**src/rtl/ucaspian_dispatch_pkg.sv**
```systemverilog
// Shared types and elaboration helpers for the activity drain/dispatch block.
package ucaspian_dispatch_pkg;

   typedef enum logic [1:0] {
      IDLE  = 2'd0,
      DRAIN = 2'd1,
      DONE  = 2'd2
   } drain_state_t;

   // Bit n set means a field width of 2**n has a matching find_set_bit encoder (8, 16, 32).
   localparam int unsigned DISPATCH_WIDTHS_LEGAL = 32'h0000_0038;

   function automatic bit dispatch_width_legal(input int unsigned w);
      int unsigned lg;
      lg = $clog2(w);
      if (lg > 31) return 1'b0;
      return ((32'd1 << lg) == w) && DISPATCH_WIDTHS_LEGAL[lg[4:0]];
   endfunction

endpackage

```
**src/rtl/find_set_bit.sv**
```systemverilog
// Highest-set-bit priority encoders; wider variants are built from two narrower halves.
module find_set_bit_8 (
   input  logic [7:0] bits,
   output logic [2:0] idx,
   output logic       found
);
   // Ascending scan, so the last hit is the highest set bit.
   always_comb begin
      idx   = 3'd0;
      found = 1'b0;
      for (int i = 0; i < 8; i++) begin
         if (bits[i]) begin
            idx   = 3'(i);
            found = 1'b1;
         end
      end
   end
endmodule

module find_set_bit_16 (
   input  logic [15:0] bits,
   output logic [3:0]  idx,
   output logic        found
);
   logic [2:0] hi_idx, lo_idx;
   logic       hi_found, lo_found;

   find_set_bit_8 u_hi (.bits(bits[15:8]), .idx(hi_idx), .found(hi_found));
   find_set_bit_8 u_lo (.bits(bits[7:0]),  .idx(lo_idx), .found(lo_found));

   assign found = hi_found | lo_found;
   assign idx   = hi_found ? {1'b1, hi_idx} : {1'b0, lo_idx};
endmodule

module find_set_bit_32 (
   input  logic [31:0] bits,
   output logic [4:0]  idx,
   output logic        found
);
   logic [3:0] hi_idx, lo_idx;
   logic       hi_found, lo_found;

   find_set_bit_16 u_hi (.bits(bits[31:16]), .idx(hi_idx), .found(hi_found));
   find_set_bit_16 u_lo (.bits(bits[15:0]),  .idx(lo_idx), .found(lo_found));

   assign found = hi_found | lo_found;
   assign idx   = hi_found ? {1'b1, hi_idx} : {1'b0, lo_idx};
endmodule

```
**src/rtl/activity_drain_dispatch.sv**
```systemverilog
// Pending-activity bitfield: accumulates marks, then drains highest-index-first
// over a valid/ready port and pulses done once the field and output are empty.
module activity_drain_dispatch
   import ucaspian_dispatch_pkg::*;
#(
   parameter  int unsigned WIDTH = 16,
   localparam int unsigned IDXW  = $clog2(WIDTH)
) (
   input  logic            clk,
   input  logic            reset_n,
   input  logic            mark_valid,
   input  logic [IDXW-1:0] mark_idx,
   input  logic            clear,
   input  logic            start,
   output logic            busy,
   output logic            done,
   output logic            out_valid,
   output logic [IDXW-1:0] out_idx,
   input  logic            out_ready,
   output logic [IDXW:0]   pending_count
);

   if (!dispatch_width_legal(WIDTH)) begin : g_width_check
      $error("activity_drain_dispatch: WIDTH must be 8, 16 or 32");
   end

   drain_state_t    state, state_nxt;
   logic [WIDTH-1:0] field, field_nxt;
   logic            out_valid_nxt;
   logic [IDXW-1:0] out_idx_nxt;
   logic [IDXW-1:0] top_idx;
   logic            top_found;
   logic            load;
   logic            xfer;

   function automatic logic [IDXW:0] popcount(input logic [WIDTH-1:0] v);
      logic [IDXW:0] c;
      c = '0;
      for (int i = 0; i < WIDTH; i++) c = c + (IDXW+1)'(v[i]);
      return c;
   endfunction

   // Encoder looks at the registered field only; same-cycle marks wait a cycle.
   if (WIDTH == 8) begin : g_fsb8
      find_set_bit_8  u_fsb (.bits(field), .idx(top_idx), .found(top_found));
   end else if (WIDTH == 16) begin : g_fsb16
      find_set_bit_16 u_fsb (.bits(field), .idx(top_idx), .found(top_found));
   end else if (WIDTH == 32) begin : g_fsb32
      find_set_bit_32 u_fsb (.bits(field), .idx(top_idx), .found(top_found));
   end

   always_comb begin
      state_nxt     = state;
      field_nxt     = field;
      out_valid_nxt = out_valid;
      out_idx_nxt   = out_idx;
      xfer          = out_valid && out_ready;
      load          = (state == DRAIN) && (!out_valid || out_ready) && top_found;

      if (load) begin
         field_nxt[top_idx] = 1'b0;
         out_valid_nxt      = 1'b1;
         out_idx_nxt        = top_idx;
      end else if (xfer) begin
         out_valid_nxt = 1'b0;
      end

      // Mark is applied last so it beats both clear and extraction.
      if ((state == IDLE) && clear) field_nxt = '0;
      if (mark_valid) field_nxt[mark_idx] = 1'b1;

      unique case (state)
         IDLE:  if (start) state_nxt = DRAIN;
         DRAIN: if ((field == '0) && !mark_valid && (!out_valid || out_ready) && !load)
                   state_nxt = DONE;
         DONE:  state_nxt = IDLE;
         default: state_nxt = IDLE;
      endcase
   end

   always_ff @(posedge clk or negedge reset_n) begin
      if (!reset_n) begin
         state         <= IDLE;
         field         <= '0;
         out_valid     <= 1'b0;
         out_idx       <= '0;
         busy          <= 1'b0;
         done          <= 1'b0;
         pending_count <= '0;
      end else begin
         state         <= state_nxt;
         field         <= field_nxt;
         out_valid     <= out_valid_nxt;
         out_idx       <= out_idx_nxt;
         busy          <= (state_nxt != IDLE);
         done          <= (state_nxt == DONE);
         pending_count <= popcount(field_nxt);
      end
   end

endmodule

```
**config.mk**
```make
export PLATFORM = sky130hd
export DESIGN_NAME = activity_drain_dispatch
export DESIGN_NICKNAME = d
export VERILOG_FILES = /design/src/rtl/ucaspian_dispatch_pkg.sv /design/src/rtl/find_set_bit.sv /design/src/rtl/activity_drain_dispatch.sv
export SDC_FILE = /design/constraint.sdc
export NUM_CORES = 1
export LEC_CHECK = 0
export ABC_AREA = 0
export CORE_ASPECT_RATIO = 0.8
export CORE_MARGIN = 2
export CORE_UTILIZATION = 45
export DETAILED_ROUTE_END_ITERATION = 16
export GPL_TIMING_DRIVEN = 0
export PLACE_DENSITY = 0.66
export SYNTH_ARGS = -nofsm -noshare
export SYNTH_HDL_FRONTEND = slang
export SYNTH_SLANG_ARGS = --single-unit
```
**constraint.sdc**
```tcl
create_clock -name clk -period 9.35 [get_ports clk]
set_input_delay 1.4025 -clock clk [delete_from_list [all_inputs] [get_ports clk]]
set_output_delay 1.4025 -clock clk [all_outputs]
set_load 0.02 [all_outputs]
```
After elaboration in Yosys (flattened, before gate mapping)
Index checks and enable logic that the tools add are counted.
{"block": "word_totals", "register_bits": 30, "latch_bits": 0, "mem_bits_rw": 0, "mem_bits_ro": 0, "memories": 0}
{"block": "op_classes", "add_sub_neg": 15, "mul": 0, "div_mod_pow": 0, "order_cmp": 4, "n_eq_ne": 2, "shift": 0, "n_mux": 43, "bitwise": 4, "reduce_logical": 17}
{"cell": "adder 5 x 1 -> 5 bit", "n": 11}
{"cell": "two-way mux 16 bit", "n": 3}
{"cell": "two-way mux 3 bit", "n": 12}
{"cell": "two-way mux 1 bit", "n": 22}
{"cell": "AND 16 bit", "n": 1}
{"cell": "zero test 16 bit", "n": 1}
{"cell": "inverter 16 bit", "n": 1}
{"cell": "OR 16 bit", "n": 1}
{"cell": "less-than comparator 4 x 5 -> 1 bit (second input constant)", "n": 2}
{"cell": "logical AND 1 bit", "n": 9}
{"cell": "demux 1 bit (select 4 bit)", "n": 2}
{"cell": ">= comparator 4 x 1 -> 1 bit (second input constant)", "n": 2}
{"cell": "adder 4 x 1 -> 5 bit", "n": 1}
{"cell": "adder 3 x 1 -> 4 bit", "n": 1}
{"cell": "two-way mux 2 bit", "n": 2}
{"cell": "two-way mux 4 bit", "n": 1}
{"cell": "case mux 2 bit (2 select lines)", "n": 1}
{"cell": "nonzero test 2 bit", "n": 2}
{"cell": "adder 2 x 1 -> 3 bit", "n": 1}
{"cell": "zero test 1 bit", "n": 3}
{"cell": "adder 1 x 1 -> 2 bit", "n": 1}
{"cell": "equality test 2 x 1 -> 1 bit (second input constant)", "n": 1}
{"cell": "equality test 2 bit (second input constant)", "n": 1}
{"cell": "zero test 2 bit", "n": 1}
{"cell": "other kinds (2)", "n": 2}

Logic depth before layout (Yosys ltp)
Gate-level depths: netlist of the first run.
{"block": "logic_depth", "depth_word": 34, "depth_mapped": 18}

Cells and area by module
Synthesis of the first run repeated with hierarchy kept, for this count alone.
{"block": "hier_totals", "hier_cells": 180, "area_unflattened_um2": 1924.3}
{"mod": "activity_drain_dispatch", "n_inst": 1, "cells_per_inst": 151, "area_per_inst_um2": 1761.7, "seq_area_each_um2": 750.7}
{"mod": "find_set_bit_8", "n_inst": 2, "cells_per_inst": 12, "area_per_inst_um2": 57.6, "seq_area_each_um2": 0.0}
{"mod": "find_set_bit_16", "n_inst": 1, "cells_per_inst": 5, "area_per_inst_um2": 47.5, "seq_area_each_um2": 0.0}

Least setup slack after synthesis of the first run
Ideal clock, no wire load.
{"block": "synth_path", "kind": "input port to flip-flop", "startpoint": "input port out_ready", "endpoint": "register pending_count[4]", "arrival_ns": 5.155, "required_time_ns": 9.231, "slack_ns": 4.076, "stages": 15, "path_cell_list": "nor2b_1 nor3_2 nand3_2 nand4b_1 a32o_1 fa_1 inv_1 fa_1 fa_1 fa_1 inv_1 ha_1 fa_1 a21oi_1 nor2b_1"}
{"block": "synth_between", "elab_chain_cells": 22}
{"item": "from (decl)", "line": "activity_drain_dispatch.sv:19", "source": "input logic out_ready,"}
{"item": "logical OR 1 bit *", "line": "activity_drain_dispatch.sv:58", "source": "load = (state == DRAIN) && (!out_valid || out_ready) && top_found;"}
{"item": "logical AND 1 bit * (2 in series)", "line": "activity_drain_dispatch.sv:58"}
{"item": "two-way mux 16 bit *", "line": "activity_drain_dispatch.sv:60", "source": "if (load) begin"}
{"item": "two-way mux 16 bit *", "line": "activity_drain_dispatch.sv:69", "source": "if ((state == IDLE) && clear) field_nxt = '0;"}
{"item": "OR 16 bit (no line)"}
{"item": "two-way mux 16 bit *", "line": "activity_drain_dispatch.sv:70", "source": "if (mark_valid) field_nxt[mark_idx] = 1'b1;"}
{"item": "via field_nxt[1]", "line": "activity_drain_dispatch.sv:28", "source": "logic [WIDTH-1:0] field, field_nxt;"}
{"item": "adder 1 x 1 -> 2 bit *", "line": "activity_drain_dispatch.sv:39", "source": "for (int i = 0; i < WIDTH; i++) c = c + (IDXW+1)'(v[i]);"}
{"item": "adder 2 x 1 -> 3 bit *", "line": "activity_drain_dispatch.sv:39"}
{"item": "adder 3 x 1 -> 4 bit *", "line": "activity_drain_dispatch.sv:39"}
{"item": "adder 4 x 1 -> 5 bit *", "line": "activity_drain_dispatch.sv:39"}
{"item": "adder 5 x 1 -> 5 bit * (11 in series)", "line": "activity_drain_dispatch.sv:39"}
{"item": "to (signal assigned)", "line": "activity_drain_dispatch.sv:97", "source": "pending_count <= popcount(field_nxt);"}
{"item": "to (decl)", "line": "activity_drain_dispatch.sv:20", "source": "output logic [IDXW:0] pending_count"}
Mark *: on every way through the listed nets, which the timed path passes. The rest lies on a longest branch.
A chain may end at the register's enable or synchronous reset.

Worst setup path after layout of the first run
Ends and elaborated chain as after synthesis.

==> flow_summary.json, run 1 <==
{
  "nets": 252,
  "fillers": 358,
  "firstDrtPassIters": 4,
  "rows": 21,
  "io_pins": 22,
  "postCtsHoldBufs": 0,
  "startpoint_type": "input pin",
  "critPathBufInv": 3,
  "cts_root_buf": "clkbuf_8",
  "worst_setup_path_end_kind": "register",
  "clock_latency_ps": 290,
  "cp_common_cell": "fa_1",
  "drv_slew": 0,
  "wl_per_cell_um": 16.8,
  "max_cap_violations": 0,
  "grt_use_total": 0.216,
  "coreArea_um2": 4230,
  "final.period_utilization": 0.613,
  "multi_input_area_um2": 1150,
  "critPathSlowestCell": "fa_1",
  "gr-usage-met1": 0.318,
  "dp.cells": 277,
  "grt_pass1_wl_um": 8140,
  "grt.met2_usage": 0.317,
  "die-area_um2": 5010,
  "status": "finished clean",
  "ys.flop_type": "dfrtp_1",
  "path_class": "in -> reg",
  "crit_path_max_incr_delay_ps": 560,
  "finalClockSkew_ps": 5.04,
  "synth_common_cells": "30 x dfrtp_1, 19 x inv_1, 17 x nand2_1, 16 x nor2_1, 14 x a21oi_1",
  "yosys_warnings": 0,
  "initial_utilization": 0.474,
  "synth.top_cell.area_share": 0.374,
  "drive_gt1_frac": 0.127,
  "grt_max_degree": 31,
  "fin_cells": 285,
  "fp.dieH_um": 63.7,
  "cts_inserted_buffers": 5,
  "numPortBuffers": 20,
  "fp.dieW_um": 78.7,
  "ys_types": 48,
  "cp_cell_sequence": "clkdlybuf4s50_1 -> nor2b_1 -> nor3_2 -> nand3_2 -> nand4b_1 -> a32o_1 -> fa_1 -> inv_1 -> fa_1 -> fa_1 -> fa_1 -> inv_1 -> ha_1 -> fa_1 -> a21oi_1 -> nor2b_1",
  "hold_ws_ps": 459,
  "antenna_found_initial": 0,
  "critical_path.max_fanout": 7,
  "fmax_mhz": 174,
  "cts_tree": "yes",
  "antennaDiodeCount": 0,
  "cts_resized": 0,
  "relSlewSlack": 0.287,
  "ys_top_cells_by_area": "dfrtp_1 37%, fa_1 10%, inv_1 3.6%",
  "crit_required_ps": 9530,
  "overflow": 0,
  "vias_per_cell": 5.82,
  "post_cts_buffers": 0,
  "drtAntennaViolNets": 0,
  "detailedRoute.firstIterationViolations": 220,
  "grtUsageMet3": 0.0410,
  "vias": 1660,
  "synth.largest_area_cell": "dfrtp_1",
  "gp_congestion": 0.922,
  "seq_area_um2": 751,
  "syn_area_um2": 2010,
  "fin_ws_ps": 3620,
  "hpwl_um": 3700,
  "area_growth_pct": 18.8,
  "cts.clk_slew.worst_paths_ps": 70,
  "cts_buffer_depth": 2,
  "crit_arrival_ps": 5910,
  "rsz0062_at_grt": "no",
  "syn_nets": 225,
  "ys_seq_area_frac": 0.374,
  "tns_ps": 0,
  "place_ws_ps": 3330,
  "synthCells": 200,
  "avgSynthCellArea_um2": 10.0,
  "setup_viol": 0,
  "htreeDepth": 2,
  "post-synth-top-count-cell": "dfrtp_1",
  "min_path_type": "reg -> reg",
  "ys_seq_elements": 30,
  "fin_crit_ps": 5730,
  "grt_pass1_vias": 1657,
  "routed_wl_um": 4800,
  "synth_edf_count": 0,
  "async_reset_ff_frac": 1.00,
  "grt_busiest_layer": "met1",
  "crit_family": "adder cells",
  "hold_violations": 0,
  "cts_sinks": 30,
  "tightest_slew_ps": 1060,
  "route.detailed.drc": 0
}
logic make-up after synthesis:
group	count (synthesis)	share of synthesized area
buf+inv	25	0.0549
fa+ha+maj	15	0.131
xor+xnor	2	0.00873
simple gates	75	0.208
mux	3	0.0168
compound gates	50	0.207
flops	30	0.374
final timing paths:
| check | start | end | slack, ps | cells after the start |
|---|---|---|---|---|
| max | out_ready | pending_count[4]$_DFF_PN0_ | 3620 | 16 |
| min reg2reg | state[1]$_DFF_PN0_ | busy$_DFF_PN0_ | 460 | 1 |
| max in group asynchronous | reset_n | field[3]$_DFF_PN0_ | 7760 | 1 |
| max reg2reg | field[14]$_DFF_PN0_ | pending_count[4]$_DFF_PN0_ | 4180 | 15 |
| min in group asynchronous | reset_n | state[0]$_DFF_PN0_ | 1150 | 1 |
| min | state[1]$_DFF_PN0_ | busy$_DFF_PN0_ | 460 | 1 |
sequential cells by signal (all words and copies together), names as in the netlist:
register,cells
field,16
pending_count,5
out_idx,4
state,2
busy,1
done,1
out_valid,1
layer usage:
metal,part of all wire,up-vias
li1,-,785
met1,0.49,818
met2,0.45,48
met3,0.045,9
met4,0.015,0
met5,0,-
layout make-up:
cell class,count,share of cell area
buffer,6,0.0163
clock buffer,8,0.0462
inverter,19,0.0299
multi-input combinational,145,0.481
sequential,30,0.315
tap,57,0.0299
timing repair buffer,20,0.0819
through the flow:
stage          cell area [um^2]  utilization
2_1_floorplan              2010            -
3_3_place_gp               2280        0.539
3_5_place_dp               2280        0.539
4_1_cts                    2390        0.565
5_1_grt                    2380        0.563
6_report                   2380        0.563
cells in the final DEF, fill, tap and decap left out, drive strengths merged, types with 5 or more instances in the layout:
| cell type | Yosys | layout |
|---|---|---|
| inv | 19 | 19 |
| dfrtp | 30 | 30 |
| nor2b | 5 | 5 |
| nor3 | 7 | 7 |
| nand2 | 17 | 17 |
| clkdlybuf4s50 | 0 | 19 |
| fa | 10 | 10 |
| ha | 5 | 5 |
| a21oi | 14 | 14 |
| nor2 | 17 | 17 |
| nor4 | 5 | 5 |
| nand3 | 6 | 6 |
| clkbuf | 3 | 11 |
Power of run 1 is not shown: default switching activity piles up to over one toggle a cycle in this logic, so the estimate is an artifact.
==> inputs of run 2 (changes only) <==
--- a/config.mk
+++ b/config.mk
@@ -11,7 +11,7 @@
 export CORE_UTILIZATION = 45
 export DETAILED_ROUTE_END_ITERATION = 16
 export GPL_TIMING_DRIVEN = 0
-export PLACE_DENSITY = 0.66
+export PLACE_DENSITY = 0.69
 export SYNTH_ARGS = -nofsm -noshare
 export SYNTH_HDL_FRONTEND = slang
 export SYNTH_SLANG_ARGS = --single-unit
==> constraint.sdc (replaced) <==
create_clock -name clk -period 4.7 [get_ports clk]
set_input_delay 0.705 -clock clk [delete_from_list [all_inputs] [get_ports clk]]
set_output_delay 0.705 -clock clk [all_outputs]
set_load 0.02 [all_outputs]
==> flow_summary.json, run 2 (synthesis results as in run 1) <==
{
  "cts_root_buf": "clkbuf_8",
  "detailedRoute.firstIterationViolations": 111,
  "holdPathStages": 1,
  "fin_ws_ps": -166,
  "vias_per_cell": 5.72,
  "cts_tree": "yes",
  "fin_cells": 297,
  "vias": 1699,
  "fmax_mhz": 205,
  "min_to": "busy$_DFF_PN0_",
  "numPortBuffers": 20,
  "hold_start": "state[1]$_DFF_PN0_",
  "fp.dieH_um": 63.7,
  "io_pins": 22,
  "gp_congestion": 0.884,
  "rows": 21,
  "cts_sinks": 30,
  "hold_violations": 0,
  "tns_ps": -398,
  "finalClockSkew_ps": 7.26,
  "critical_path.max_fanout": 5,
  "area_growth_pct": 27.2,
  "drive_gt1_frac": 0.258,
  "fp.dieW_um": 78.7,
  "layout_commonest_cell": "dfrtp_1",
  "drtAntennaViolNets": 0,
  "worst_setup_path_end_kind": "register",
  "initial_utilization": 0.474,
  "reg_top3": "field: 16 flops, pending_count: 5 flops, out_idx: 4 flops",
  "wl_per_cell_um": 16.3,
  "antennaDiodeCount": 0,
  "grt_pass1_vias": 1694,
  "grt_max_degree": 31,
  "path_class": "reg -> reg",
  "htreeDepth": 2,
  "die-area_um2": 5010,
  "nets": 266,
  "status": "complete, but fails checks",
  "largest_reg_flops": 16,
  "critPathSlowestCell": "or4_4",
  "grt_pass1_wl_um": 8220,
  "routed_wl_um": 4840,
  "coreArea_um2": 4230,
  "cts.clk_slew.worst_paths_ps": 60,
  "most-common-layout-cells": "27 x dfrtp_1, 18 x clkdlybuf4s50_1, 17 x nand2_1",
  "regMostFlops": "field",
  "cp_cell_sequence": "or4_4 -> nor2_8 -> o311ai_4 -> a211o_1 -> a32o_2 -> fa_1 -> inv_2 -> fa_1 -> fa_2 -> fa_1 -> inv_2 -> ha_4 -> fa_2 -> a21oi_2 -> nor2b_1",
  "firstDrtPassIters": 4,
  "cts_inserted_buffers": 5,
  "min_path_type": "reg -> reg",
  "setup_viol": 4,
  "r2r_cells": 15,
  "grt_use_total": 0.217,
  "dp.cells": 277,
  "overflow": 0,
  "rrSetupSlack_ps": -170,
  "hpwl_um": 3400,
  "cts_buffer_depth": 2,
  "crit_required_ps": 4870,
  "postCtsHoldBufs": 0,
  "worstReg2RegEnd": "pending_count[4]$_DFF_PN0_",
  "startpoint_type": "register",
  "route.detailed.drc": 0,
  "cp_common_cell": "fa_1",
  "relSlewSlack": 0.542,
  "fin_crit_ps": 4870,
  "reg2reg_from": "field[12]$_DFF_PN0_",
  "violations": "setup timing",
  "crit_path_max_incr_delay_ps": 610,
  "max_cap_violations": 0,
  "fillers": 353,
  "tightest_slew_ps": 681,
  "antenna_found_initial": 0,
  "clock_latency_ps": 280,
  "drv_slew": 0,
  "rsz0062_at_grt": "yes",
  "crit_arrival_ps": 5040,
  "final.period_utilization": 1.04,
  "final_util": 0.604
}
## run 2: cell count changes in the layout (fill, tap and decap cells not counted), sizes merged
cell,delta
buf,+14
clkbuf,-2
clkdlybuf4s50,-1
dlymetal6s2s,+1
## run 2: worst max-delay path by stage
stage | start | to | slack (ps) | cells after the start
final | field[12]$_DFF_PN0_ | pending_count[4]$_DFF_PN0_ | -170 | 15
after global routing | field[12]$_DFF_PN0_ | pending_count[4]$_DFF_PN0_ | -250 | 15
after CTS | field[14]$_DFF_PN0_ | pending_count[4]$_DFF_PN0_ | -130 | 15
after detailed placement | out_ready | pending_count[4]$_DFF_PN0_ | -630 | 15
after global placement | out_ready | pending_count[4]$_DFF_PN0_ | -620 | 15
after floorplan | field[11]$_DFF_PN0_ | pending_count[4]$_DFF_PN0_ | 10 | 15
## run 2: cell type report
| cell class | count | area [um^2] | area share |
|---|---|---|---|
| timing repair buffer | 34 | 303 | 0.119 |
| buffer | 6 | 42.5 | 0.0167 |
| inverter | 19 | 71.3 | 0.0279 |
| tap | 57 | 71.3 | 0.0279 |
| clock buffer | 6 | 82.6 | 0.0323 |
| sequential | 30 | 754 | 0.295 |
| multi-input combinational | 145 | 1230 | 0.481 |
## run 2: stage by stage
stage                     instance area (um^2)  hold WS [ps]  setup WS [ps]
after floorplan                           2020           409           14.4
after global placement                    2290           444           -622
after detailed placement                  2280           440           -629
after CTS                                 2480           450           -126
after global routing                      2550           473           -248
final                                     2550           452           -166
## run 2: what timing repair did
item / in CTS / in global routing
setup buffers: 10 / 4
pin swaps: 11 / 6
endpoints found under the setup margin: 4 / 4
resized for setup: 13 / 12
## run 2: layer usage
layer / GRT usage / share of wire
met5: 0 / 0
met2: 0.313 / 0.45
met4: 0.0658 / 0.011
met3: 0.0593 / 0.067
met1: 0.319 / 0.48
## run 2: critical path, delay by kind of cell (launching register included)
kind,cells,cell delay [ps]
adders and majority gates,6,2530
AOI/OAI and AO/OA,4,870
DFF,1,450
buffers and inverters,2,80
and+or+nand+nor,3,810
Power of run 2 is left out for the same reason.
==> inputs of run 3 (changes only) <==
==> constraint.sdc (replaced) <==
create_clock -name clk -period 4.7 [get_ports clk]
set_input_delay 0.47 -clock clk [delete_from_list [all_inputs] [get_ports clk]]
set_output_delay 0.47 -clock clk [all_outputs]
set_load 0.02 [all_outputs]
==> flow_summary.json, run 3 (synthesis results as in run 1) <==
{
  "drive_gt1_frac": 0.296,
  "die-area_um2": 5010,
  "detailedRoute.firstIterationViolations": 156,
  "gp_congestion": 0.884,
  "grt_pass1_wl_um": 8290,
  "firstDrtPassIters": 4,
  "max_cap_violations": 0,
  "cp_common_cell": "fa_1",
  "critPathBufInv": 2,
  "initial_utilization": 0.474,
  "fin_area_um2": 2600,
  "antennaDiodeCount": 0,
  "tns_ps": -292,
  "hold_ws_ps": 216,
  "cts_buffer_depth": 2,
  "reg_top3": "field: 16 flops, pending_count: 5 flops, out_idx: 4 flops",
  "vias_per_cell": 5.71,
  "most-common-layout-cells": "27 x dfrtp_1, 19 x clkdlybuf4s50_1, 18 x buf_4",
  "final.period_utilization": 1.03,
  "path_class": "reg -> reg",
  "grt_max_degree": 31,
  "area_growth_pct": 29.4,
  "fp.dieW_um": 78.7,
  "cts.clk_slew.worst_paths_ps": 60,
  "fin_ws_ps": -137,
  "hpwl_um": 3400,
  "fin_crit_ps": 4840,
  "dpl_cell_area_um2": 2280,
  "overflow": 0,
  "cts_root_buf": "clkbuf_8",
  "hold_violations": 0,
  "min_path_type": "in -> async",
  "numPortBuffers": 20,
  "rows": 21,
  "io_pins": 22,
  "tightest_slew_ps": 685,
  "cts_inserted_buffers": 5,
  "cts_tree": "yes",
  "fp.dieH_um": 63.7,
  "critical_path.max_fanout": 4,
  "coreArea_um2": 4230,
  "setup_viol": 3,
  "vias": 1713,
  "grt_use_total": 0.219,
  "crit_family": "adder cells",
  "crit_arrival_ps": 5010,
  "layout_commonest_cell": "dfrtp_1",
  "dp.cells": 277,
  "crit_required_ps": 4880,
  "routed_wl_um": 5030,
  "cp_cell_sequence": "or4_4 -> nor2_8 -> o311ai_4 -> a211o_1 -> a32o_2 -> fa_1 -> inv_2 -> fa_1 -> fa_2 -> fa_1 -> inv_2 -> ha_4 -> fa_2 -> a21oi_2 -> nor2b_1",
  "wl_per_cell_um": 16.8,
  "grt_pass1_vias": 1706,
  "crit_path_max_incr_delay_ps": 570,
  "relSlewSlack": 0.540,
  "startpoint_type": "register",
  "status": "complete, but fails checks",
  "route.detailed.drc": 0,
  "largest_reg_flops": 16,
  "cts_sinks": 30,
  "critPathSlowestCell": "or4_4",
  "rsz0062_at_grt": "yes",
  "finalClockSkew_ps": 5.73,
  "drv_slew": 0,
  "fin_cells": 300,
  "htreeDepth": 2,
  "nets": 269,
  "clock_latency_ps": 290,
  "worst_setup_path_end_kind": "register",
  "regMostFlops": "field",
  "antenna_found_initial": 0,
  "fmax_mhz": 207,
  "violations": "setup timing",
  "drtAntennaViolNets": 0
}
run 3: routing by layer:
metal | routed length [um] | vias up | GRT usage
met5 | 0 | - | 0
met4 | 142 | 0 | 0.0855
met3 | 391 | 15 | 0.0593
met2 | 2210 | 73 | 0.312
met1 | 2280 | 817 | 0.317
li1 | - | 808 | -
run 3: worst reg2reg max path, cell delays in order, from the launching register on:
cell and delay (ps):
dfrtp_1 430, or4_4 570, nor2_8 180, o311ai_4 140
a211o_1 320, a32o_2 280, fa_1 500, inv_2 50
fa_1 540, fa_2 460, fa_1 510, inv_2 50
ha_4 160, fa_2 370, a21oi_2 150, nor2b_1 50
run 3: final timing paths:
path / from / to / slack [ps] / depth (start not counted)
max: field[9]$_DFF_PN0_ / pending_count[4]$_DFF_PN0_ / -140 / 15
min reg2reg: state[1]$_DFF_PN0_ / busy$_DFF_PN0_ / 450 / 1
max in group asynchronous: reset_n / field[12]$_DFF_PN0_ / 4010 / 1
min: reset_n / state[0]$_DFF_PN0_ / 220 / 1
max reg2reg: field[9]$_DFF_PN0_ / pending_count[4]$_DFF_PN0_ / -140 / 15
min in group clk: state[1]$_DFF_PN0_ / busy$_DFF_PN0_ / 450 / 1
run 3: final cells by class:
cell class,instances,area (um^2)
sequential,30,754
tap,57,71.3
buffer,5,33.8
clock buffer,6,82.6
inverter,19,71.3
fill,343,1630
timing repair buffer,38,330
multi-input combinational,145,1250
run 3: per-stage QoR:
step,setup slack (ps),utilization
after floorplan,14.4,-
after global placement,-425,0.541
after detailed placement,-424,0.540
after CTS,-100,0.595
after global routing,-239,0.614
final,-137,0.614
run 3: repair_timing:
| item | in CTS | in global routing |
|---|---|---|
| buffers inserted | 11 | 7 |
| resized for setup | 17 | 14 |
| pin swaps | 14 | 13 |
| hold buffers | 0 | 0 |
| endpoints found under the setup margin | 4 | 4 |
Power of run 3 is left out for the same reason.
